$ cat config.mk
export PLATFORM = sky130hd
export DESIGN_NAME = triangle_bounding_box_scanner
export DESIGN_NICKNAME = d
export VERILOG_FILES = /design/src/rtl/triangle_bounding_box_scanner.sv
export SDC_FILE = /design/constraint.sdc
export NUM_CORES = 2
export LEC_CHECK = 0
export BUFFER_PORTS_ARGS = -buffer_cell sky130_fd_sc_hd__buf_2
export CAP_MARGIN = 30
export CORE_AREA = 5 5 320 322
export CTS_CLUSTER_SIZE = 8
export DETAILED_ROUTE_END_ITERATION = 12
export DIE_AREA = 0 0 325 327
export PLACE_DENSITY = 0.58
export SYNTH_ARGS = -nofsm -noshare
export SYNTH_HDL_FRONTEND = slang
export SYNTH_SLANG_ARGS = --single-unit
$ cat constraint.sdc
create_clock -name i_clk -period 7.5 [get_ports i_clk]
set_input_delay 0.375 -clock i_clk [delete_from_list [all_inputs] [get_ports i_clk]]
set_output_delay 0.375 -clock i_clk [all_outputs]
set_load 0.01 [all_outputs]
$ cat src/rtl/triangle_bounding_box_scanner.sv
// Triangle bounding-box scanner: latches three screen-space vertices, computes the
// clamped integer bounding box and streams every pixel in it in row-major order.

package triangle_bounding_box_scanner_pkg;

    // Homogeneous vertex, each component FixedPoint Q16.16 signed.
    typedef struct packed {
        logic signed [31:0] x;
        logic signed [31:0] y;
        logic signed [31:0] z;
        logic signed [31:0] w;
    } Vector4_t;

    typedef enum logic [1:0] {
        ST_IDLE  = 2'd0,
        ST_SETUP = 2'd1,
        ST_SCAN  = 2'd2,
        ST_DONE  = 2'd3
    } scan_state_t;

endpackage

// Handshake: a pixel transfers on any rising edge where o_valid & i_ready are both 1;
// while o_valid is high and i_ready is low, o_x/o_y/o_v* hold, and o_valid never
// drops without a transfer except on reset.
module triangle_bounding_box_scanner
    import triangle_bounding_box_scanner_pkg::*;
#(
    parameter int SCREEN_WIDTH  = 640,
    parameter int SCREEN_HEIGHT = 480
) (
    input  logic               i_clk,
    input  logic               i_reset,
    input  logic               i_start,
    input  Vector4_t           i_v1,
    input  Vector4_t           i_v2,
    input  Vector4_t           i_v3,
    input  logic               i_ready,
    output logic signed [31:0] o_x,
    output logic signed [31:0] o_y,
    output logic               o_valid,
    output Vector4_t           o_v1,
    output Vector4_t           o_v2,
    output Vector4_t           o_v3,
    output logic               o_busy,
    output logic               o_done,
    output logic [1:0]         o_state
);

    localparam logic signed [31:0] X_LIMIT = SCREEN_WIDTH - 1;
    localparam logic signed [31:0] Y_LIMIT = SCREEN_HEIGHT - 1;

    function automatic logic signed [31:0] min3(input logic signed [31:0] a,
                                                input logic signed [31:0] b,
                                                input logic signed [31:0] c);
        logic signed [31:0] m;
        m = (a < b) ? a : b;
        return (m < c) ? m : c;
    endfunction

    function automatic logic signed [31:0] max3(input logic signed [31:0] a,
                                                input logic signed [31:0] b,
                                                input logic signed [31:0] c);
        logic signed [31:0] m;
        m = (a > b) ? a : b;
        return (m > c) ? m : c;
    endfunction

    scan_state_t        state_q, state_d;
    Vector4_t           v1_q, v1_d;
    Vector4_t           v2_q, v2_d;
    Vector4_t           v3_q, v3_d;
    logic signed [31:0] x_q, x_d;
    logic signed [31:0] y_q, y_d;
    logic signed [31:0] min_x_q, min_x_d;
    logic signed [31:0] max_x_q, max_x_d;
    logic signed [31:0] min_y_q, min_y_d;
    logic signed [31:0] max_y_q, max_y_d;
    logic               valid_q, valid_d;
    logic               busy_q, busy_d;
    logic               done_q, done_d;

    logic signed [31:0] floor_min_x, floor_max_x, floor_min_y, floor_max_y;
    logic signed [31:0] box_min_x, box_max_x, box_min_y, box_max_y;
    logic               box_empty;
    logic               handshake;

    // Floor of the min/max equals min/max of the floors, so shift after selecting.
    always_comb begin
        floor_min_x = min3(v1_q.x, v2_q.x, v3_q.x) >>> 16;
        floor_max_x = max3(v1_q.x, v2_q.x, v3_q.x) >>> 16;
        floor_min_y = min3(v1_q.y, v2_q.y, v3_q.y) >>> 16;
        floor_max_y = max3(v1_q.y, v2_q.y, v3_q.y) >>> 16;

        box_min_x = (floor_min_x < 32'sd0)   ? 32'sd0  : floor_min_x;
        box_max_x = (floor_max_x > X_LIMIT)  ? X_LIMIT : floor_max_x;
        box_min_y = (floor_min_y < 32'sd0)   ? 32'sd0  : floor_min_y;
        box_max_y = (floor_max_y > Y_LIMIT)  ? Y_LIMIT : floor_max_y;

        box_empty = (box_min_x > box_max_x) || (box_min_y > box_max_y);
    end

    assign handshake = valid_q & i_ready;

    always_comb begin
        state_d = state_q;
        v1_d    = v1_q;
        v2_d    = v2_q;
        v3_d    = v3_q;
        x_d     = x_q;
        y_d     = y_q;
        min_x_d = min_x_q;
        max_x_d = max_x_q;
        min_y_d = min_y_q;
        max_y_d = max_y_q;
        valid_d = valid_q;
        busy_d  = busy_q;
        done_d  = 1'b0;

        case (state_q)
            ST_IDLE: begin
                if (i_start) begin
                    v1_d    = i_v1;
                    v2_d    = i_v2;
                    v3_d    = i_v3;
                    busy_d  = 1'b1;
                    state_d = ST_SETUP;
                end
            end
            ST_SETUP: begin
                min_x_d = box_min_x;
                max_x_d = box_max_x;
                min_y_d = box_min_y;
                max_y_d = box_max_y;
                if (box_empty) begin
                    done_d  = 1'b1;
                    state_d = ST_DONE;
                end else begin
                    x_d     = box_min_x;
                    y_d     = box_min_y;
                    valid_d = 1'b1;
                    state_d = ST_SCAN;
                end
            end
            ST_SCAN: begin
                if (handshake) begin
                    if (x_q == max_x_q) begin
                        if (y_q == max_y_q) begin
                            valid_d = 1'b0;
                            done_d  = 1'b1;
                            state_d = ST_DONE;
                        end else begin
                            x_d = min_x_q;
                            y_d = y_q + 32'sd1;
                        end
                    end else begin
                        x_d = x_q + 32'sd1;
                    end
                end
            end
            ST_DONE: begin
                busy_d  = 1'b0;
                state_d = ST_IDLE;
            end
            default: begin
                valid_d = 1'b0;
                busy_d  = 1'b0;
                state_d = ST_IDLE;
            end
        endcase
    end

    always_ff @(posedge i_clk) begin
        if (i_reset) begin
            state_q <= ST_IDLE;
            v1_q    <= '0;
            v2_q    <= '0;
            v3_q    <= '0;
            x_q     <= '0;
            y_q     <= '0;
            min_x_q <= '0;
            max_x_q <= '0;
            min_y_q <= '0;
            max_y_q <= '0;
            valid_q <= 1'b0;
            busy_q  <= 1'b0;
            done_q  <= 1'b0;
        end else begin
            state_q <= state_d;
            v1_q    <= v1_d;
            v2_q    <= v2_d;
            v3_q    <= v3_d;
            x_q     <= x_d;
            y_q     <= y_d;
            min_x_q <= min_x_d;
            max_x_q <= max_x_d;
            min_y_q <= min_y_d;
            max_y_q <= max_y_d;
            valid_q <= valid_d;
            busy_q  <= busy_d;
            done_q  <= done_d;
        end
    end

    assign o_x     = x_q;
    assign o_y     = y_q;
    assign o_valid = valid_q;
    assign o_v1    = v1_q;
    assign o_v2    = v2_q;
    assign o_v3    = v3_q;
    assign o_busy  = busy_q;
    assign o_done  = done_q;
    assign o_state = state_q;

endmodule

Yosys cells after proc, flatten, opt, wreduce, memory -nomap -nowiden

Index checks and enable logic that the tools add are counted.

Bitwise gates (word level): 1
Order comparisons: 14
$add $sub $neg: 2
Mux-type cells: 40
Eq/ne operators: 12
Reductions and logical operators: 10

Operators with widths:

| cell                  | count |
|---|---|
| $mux 32               | 20 |
| $gt 32x32->1          | 6 |
| $lt 32x32->1          | 4 |
| $pmux 32 s2           | 2 |
| $add 32x2->32 const B | 2 |
| $eq 32x32->1          | 2 |
| $lt 16x1->1 const B   | 2 |
| $gt 16x10->1 const B  | 1 |
| $gt 16x11->1 const B  | 1 |
| $ne 2x2->1 const B    | 6 |
| $mux 1                | 10 |
| $reduce_and 5->1      | 2 |
| $mux 2                | 4 |
| $pmux 2 s4            | 1 |
| $reduce_and 4->1      | 2 |
| $pmux 1 s2            | 3 |
| $eq 2x2->1 const B    | 2 |
| $reduce_and 2->1      | 2 |
| $reduce_bool 2->1     | 2 |
| $ne 3x3->1 const B    | 1 |
| $eq 2x1->1 const B    | 1 |
| $logic_not 2->1       | 1 |
| $and 1x1->1           | 1 |
| $logic_or 1x1->1      | 1 |

Input bits: 388
Output and inout port bits: 453
Logic and storage cells: 100
Register bits after elaboration: 549

Longest topological paths before layout

Word-level depth: 10
Mapped depth: 38
Mapped depth without buffers: 31

Worst setup path before layout

OpenSTA, ideal clock, no wires.

Path kind: flip-flop to flip-flop
Start: register v2_q (netlist bit o_v2[89])
End: register y_q[5] (netlist: o_y[5])
Stages on the path, launching flop included: 34
Path slack: -0.578 ns
Period minus slack after synthesis: 8.078 ns
Buffers on the path: 4
Library setup time: 0.122 ns
Arrival time: 7.956 ns
Path through: dfxtp_1 inv_1 ha_1 a211oi_1 o21ai_0 o211ai_1 a31oi_2 nand2_1 buf_2 buf_1 buf_2 mux2_2 ha_1 a21oi_1 o21ai_0 a221o_1 o31a_1 o221a_1 or2_1 buf_2 or4_4 a31oi_4 a211oi_1 ha_1 nor2b_1 o21a_1 o21a_1 o21ai_0 a21oi_1 o21bai_1 nand2_1 o31ai_4 mux2_1 a221o_1

Longest elaborated chain between the ends: 10

Ends and longest elaborated chain:

| element                                             | RTL line | RTL |
|---|---|---|
| start: declaration                                  | 71       | `Vector4_t v2_q, v2_d;` |
| start signal: assignment                            | 191      | `v2_q <= v2_d;` |
| $lt 32x32->1 / $gt 32x32->1 (equally long branches) | 57, 65   |  |
| $mux 32, on equally long branches                   | 57, 65   |  |
| $lt 32x32->1 / $gt 32x32->1 (equally long branches) | 58, 66   |  |
| $mux 32, on equally long branches                   | 58, 66   |  |
| $lt 16x1->1 / $gt 16x10->1 (equally long branches)  | 97, 98   |  |
| $mux 32, on equally long branches                   | 97, 98   |  |
| $gt 32x32->1                                        | 100      | `box_empty = (box_min_x > box_max_x) \|\| (box_min_y > box_max_y);` |
| $logic_or 1x1->1                                    | 100      |  |
| $ne 2x2->1 (no source line)                         | -        |  |
| $reduce_and 5->1 (no source line)                   | -        |  |
| end signal: assignment                              | 194      | `y_q <= y_d;` |
| end: declaration                                    | 74       | `logic signed [31:0] y_q, y_d;` |

Parallel ways exist; a longest one is shown, timed or not. The select of a mux whose other input is x is not followed.
A chain may end at the register's enable or synchronous reset.

Final worst setup path

Start: register v2_q (netlist bit o_v2[71])
End: register y_q[27] (netlist: o_y[27])

Same word-level chain as after synthesis.

==> flow_summary.toml <==
[setup_path]
max_stage_delay_ns = 0.47
critPathCaptureType = "register"
cp.arrival_ns = 7.91
worst_ep_required_time_ns = 8.05
cpMaxStageDelayCell = "or4_1"
cp-start-kind = "register"
crit_top_cell = "a21oi_1"
cp_max_fo = 17
critPathKind = "reg -> reg"

[die]
core_mm2 = 0.0993
pin_count = 841
dieArea_mm2 = 0.106
num_rows = 116
die_w_um = 325
start_util = 0.279
die_h_um = 327

[timing]
fin_worst_skew_ns = 0.0263
fin_ws_ns = 0.145
setup_violations = 0
hold_viol = 0
rsz0062_at_grt = "true"
max_freq_ghz = 0.136
worst_slew_pin_slew_ns = 1.25
post-route-period-util = 0.981
period_needed_ns = 7.36
finalMaxSlewViolations = 0
relSlewSlack = 0.164
tns_ns = 0

[logic_synthesis]
synth.cell_area_mm2 = 0.0277
yosys-top-cells-area = "dfxtp_1 (36%), nand2_1 (12%), ha_1 (10%)"
ys.flop_type = "dfxtp_1"
synth-compound-area-share = 0.195
async_reset_ff_frac = 0
synth_top_family_by_area = "simple AND/OR/NAND/NOR gates"
syn_nets = 4207
synthMuxAreaShare = 0.0515
ys_seq_area_frac = 0.361
synthesis.instances = 3593
synth_fa_ha_area_frac = 0.102
synth_edf_count = 0
synth_area_leader_cell = "dfxtp_1"
syn_avg_cell_area_um2 = 7.72
synth_cell_types = 87
synthSimpleGateAreaFrac = 0.220
synth_top_area_share = 0.361
synth_seq_cells = 500
synth_xor_area_frac = 0.0136
yosys_warnings = 0

[final_layout]
nets = 5553
fin_util = 0.420
area_delta_synth_final_pct = 50.4
drive_gt1_frac = 0.298
mostFrequentLayoutCells = "nand2_1 (897), buf_2 (840), a21oi_1 (518)"
finalInstanceArea_mm2 = 0.0417
final_common_cell = "nand2_1"

[drt]
wl_per_cell_um = 23.2
drt_iter0_markers = 2595
viasPerCell = 5.11
firstDrtPassIters = 8
drt-total-wl_um = 145000
drc = 0
ant_nets = 0
via_count = 32000

[power_and_ir_drop]
p_per_area_mw_per_mm2 = 441
power.total_mw = 18.4
ir_drop_v = 0.000248
p_leak_nw = 18.9

[clocking]
clkTransAtPathRegs_ns = 0.05
cts_tree = "done"
cts_buffers = 74
cts-root-buf = "clkbuf_16"
cts.htree.levels = 3
clk_path_buf_depth = 3
clk_latency_ns = 0.65
cts.sinks = 500

[grt]
first_global_vias = 31200
gr-total-overflow = 0
met2_usage = 0.420
antenna_found_initial = 20
grt_use_met3 = 0.0703
grt_busiest_layer = "met2"
grt_pass1_wl_um = 208000
grt.total_usage = 0.257
grt_max_degree = 138
met1_usage = 0.315

[placed_design]
numPortBuffers = 840
dp_slack_ns = -0.144
hpwl_um = 114000
placed_area_mm2 = 0.0351
gp_routability_congestion = 0.949

[flow_run]
maxCapViolations = 0

[outcome]
status = "complete, no violations"

[hold_path]
holdCritPathClass = "in -> reg"
## worst max-delay path: cells and delay by family, from the launching register on
kind | cells | cell delay, ns
compound gates | 17 | 3.07
fa+ha+maj | 3 | 0.87
simple gates | 8 | 1.76
mux | 1 | 0.34
flops | 1 | 0.34
buf+inv | 6 | 0.87
## report_power, final
part	internal, mW	switching [mW]	leakage, nW
Sequential	3.18	0.422	4.10
Combinational	4.85	6.69	13.7
Clock	1.90	1.34	1.04
## Yosys cell counts, drive strengths merged (4+ instances only)
master,instances
nand2b,16
o21a,10
a311oi,9
mux2,96
xnor2,17
xor2,26
or4,15
o41ai,8
o311ai,11
or2,19
nor4,41
a31oi,20
o21ai,85
nand2,902
nor3,62
o211ai,30
a21o,20
o31ai,38
a22o,6
clkbuf,179
ha,226
a41o,8
a221oi,4
inv,190
nand3b,9
o211a,7
and2,15
a21oi,526
a221o,11
o31a,5
nor2b,25
o2111ai,24
nand4,67
a2111oi,5
buf,39
a211o,4
nand3,48
mux2i,32
and3,22
or3,6
nor2,137
dfxtp,500
and4,7
a211oi,34
## cells by family (layout without fill, tap and decap cells)
family                   after synthesis  after routing
multiplexers                         128            128
XOR/XNOR                              43             43
AND/OR/NAND/NOR                     1396           1396
adder cells (fa/ha/maj)              226            226
other                                  0             16
AO/OA/AOI/OAI                        892            892
buffers and inverters                408           1771
flip-flops                           500            500
## per-layer routing
layer | up-vias | share of wire
met5 | - | 0.00019
met3 | 274 | 0.085
met4 | 4 | 0.053
met1 | 15100 | 0.41
li1 | 15300 | -
met2 | 1328 | 0.45
## final cells by class
| cell class | count | area [um2] |
|---|---|---|
| inverters | 190 | 713 |
| multi-input cells | 2685 | 16900 |
| repair buffers | 1488 | 10200 |
| well taps | 1298 | 1620 |
| flip-flops and latches | 500 | 10000 |
| fillers | 10100 | 57500 |
| clock inverters | 10 | 256 |
| clock buffers | 83 | 1900 |
| diodes | 16 | 40.0 |
## path summary, 6_finish.rpt
check / from / to / slack, ns / cells after the start
worst max-delay path: o_v2[71] / o_y[27] / 0.14 / 35
worst min-delay path: i_v3[29] / o_v3[29] / 0.08 / 3
worst max register to register: o_v2[71] / o_y[27] / 0.14 / 35
worst min register to register: o_v1[31] / o_v1[31] / 0.45 / 2
## sequential cells by signal, summed over array words and instances, names as in the netlist
| name | count |
|---|---|
| o_done | 1 |
| max_x_q | 16 |
| o_v2 | 128 |
| o_y | 32 |
| max_y_q | 16 |
| o_busy | 1 |
| o_state | 2 |
| o_v1 | 128 |
| o_valid | 1 |
| o_v3 | 128 |
| o_x | 32 |
| min_x_q | 15 |
## timing repair
item,4_1_cts,5_1_grt
endpoints found under the hold margin,346,0
setup buffers,0,19
hold buffers,346,0
pin swaps,1,46
resized for setup,3,122
cloned,0,6
setup endpoints to repair,63,67
## through the flow
| step | instances | hold slack (ns) |
|---|---|---|
| floorplan | 3593 | 0.457 |
| global placement | 5788 | 0.439 |
| detailed placement | 5790 | 0.443 |
| CTS | 6229 | 0.00273 |
| global route | 6266 | 0.0371 |
| finish | 6270 | 0.0778 |
(Power assumes the default switching activity.)
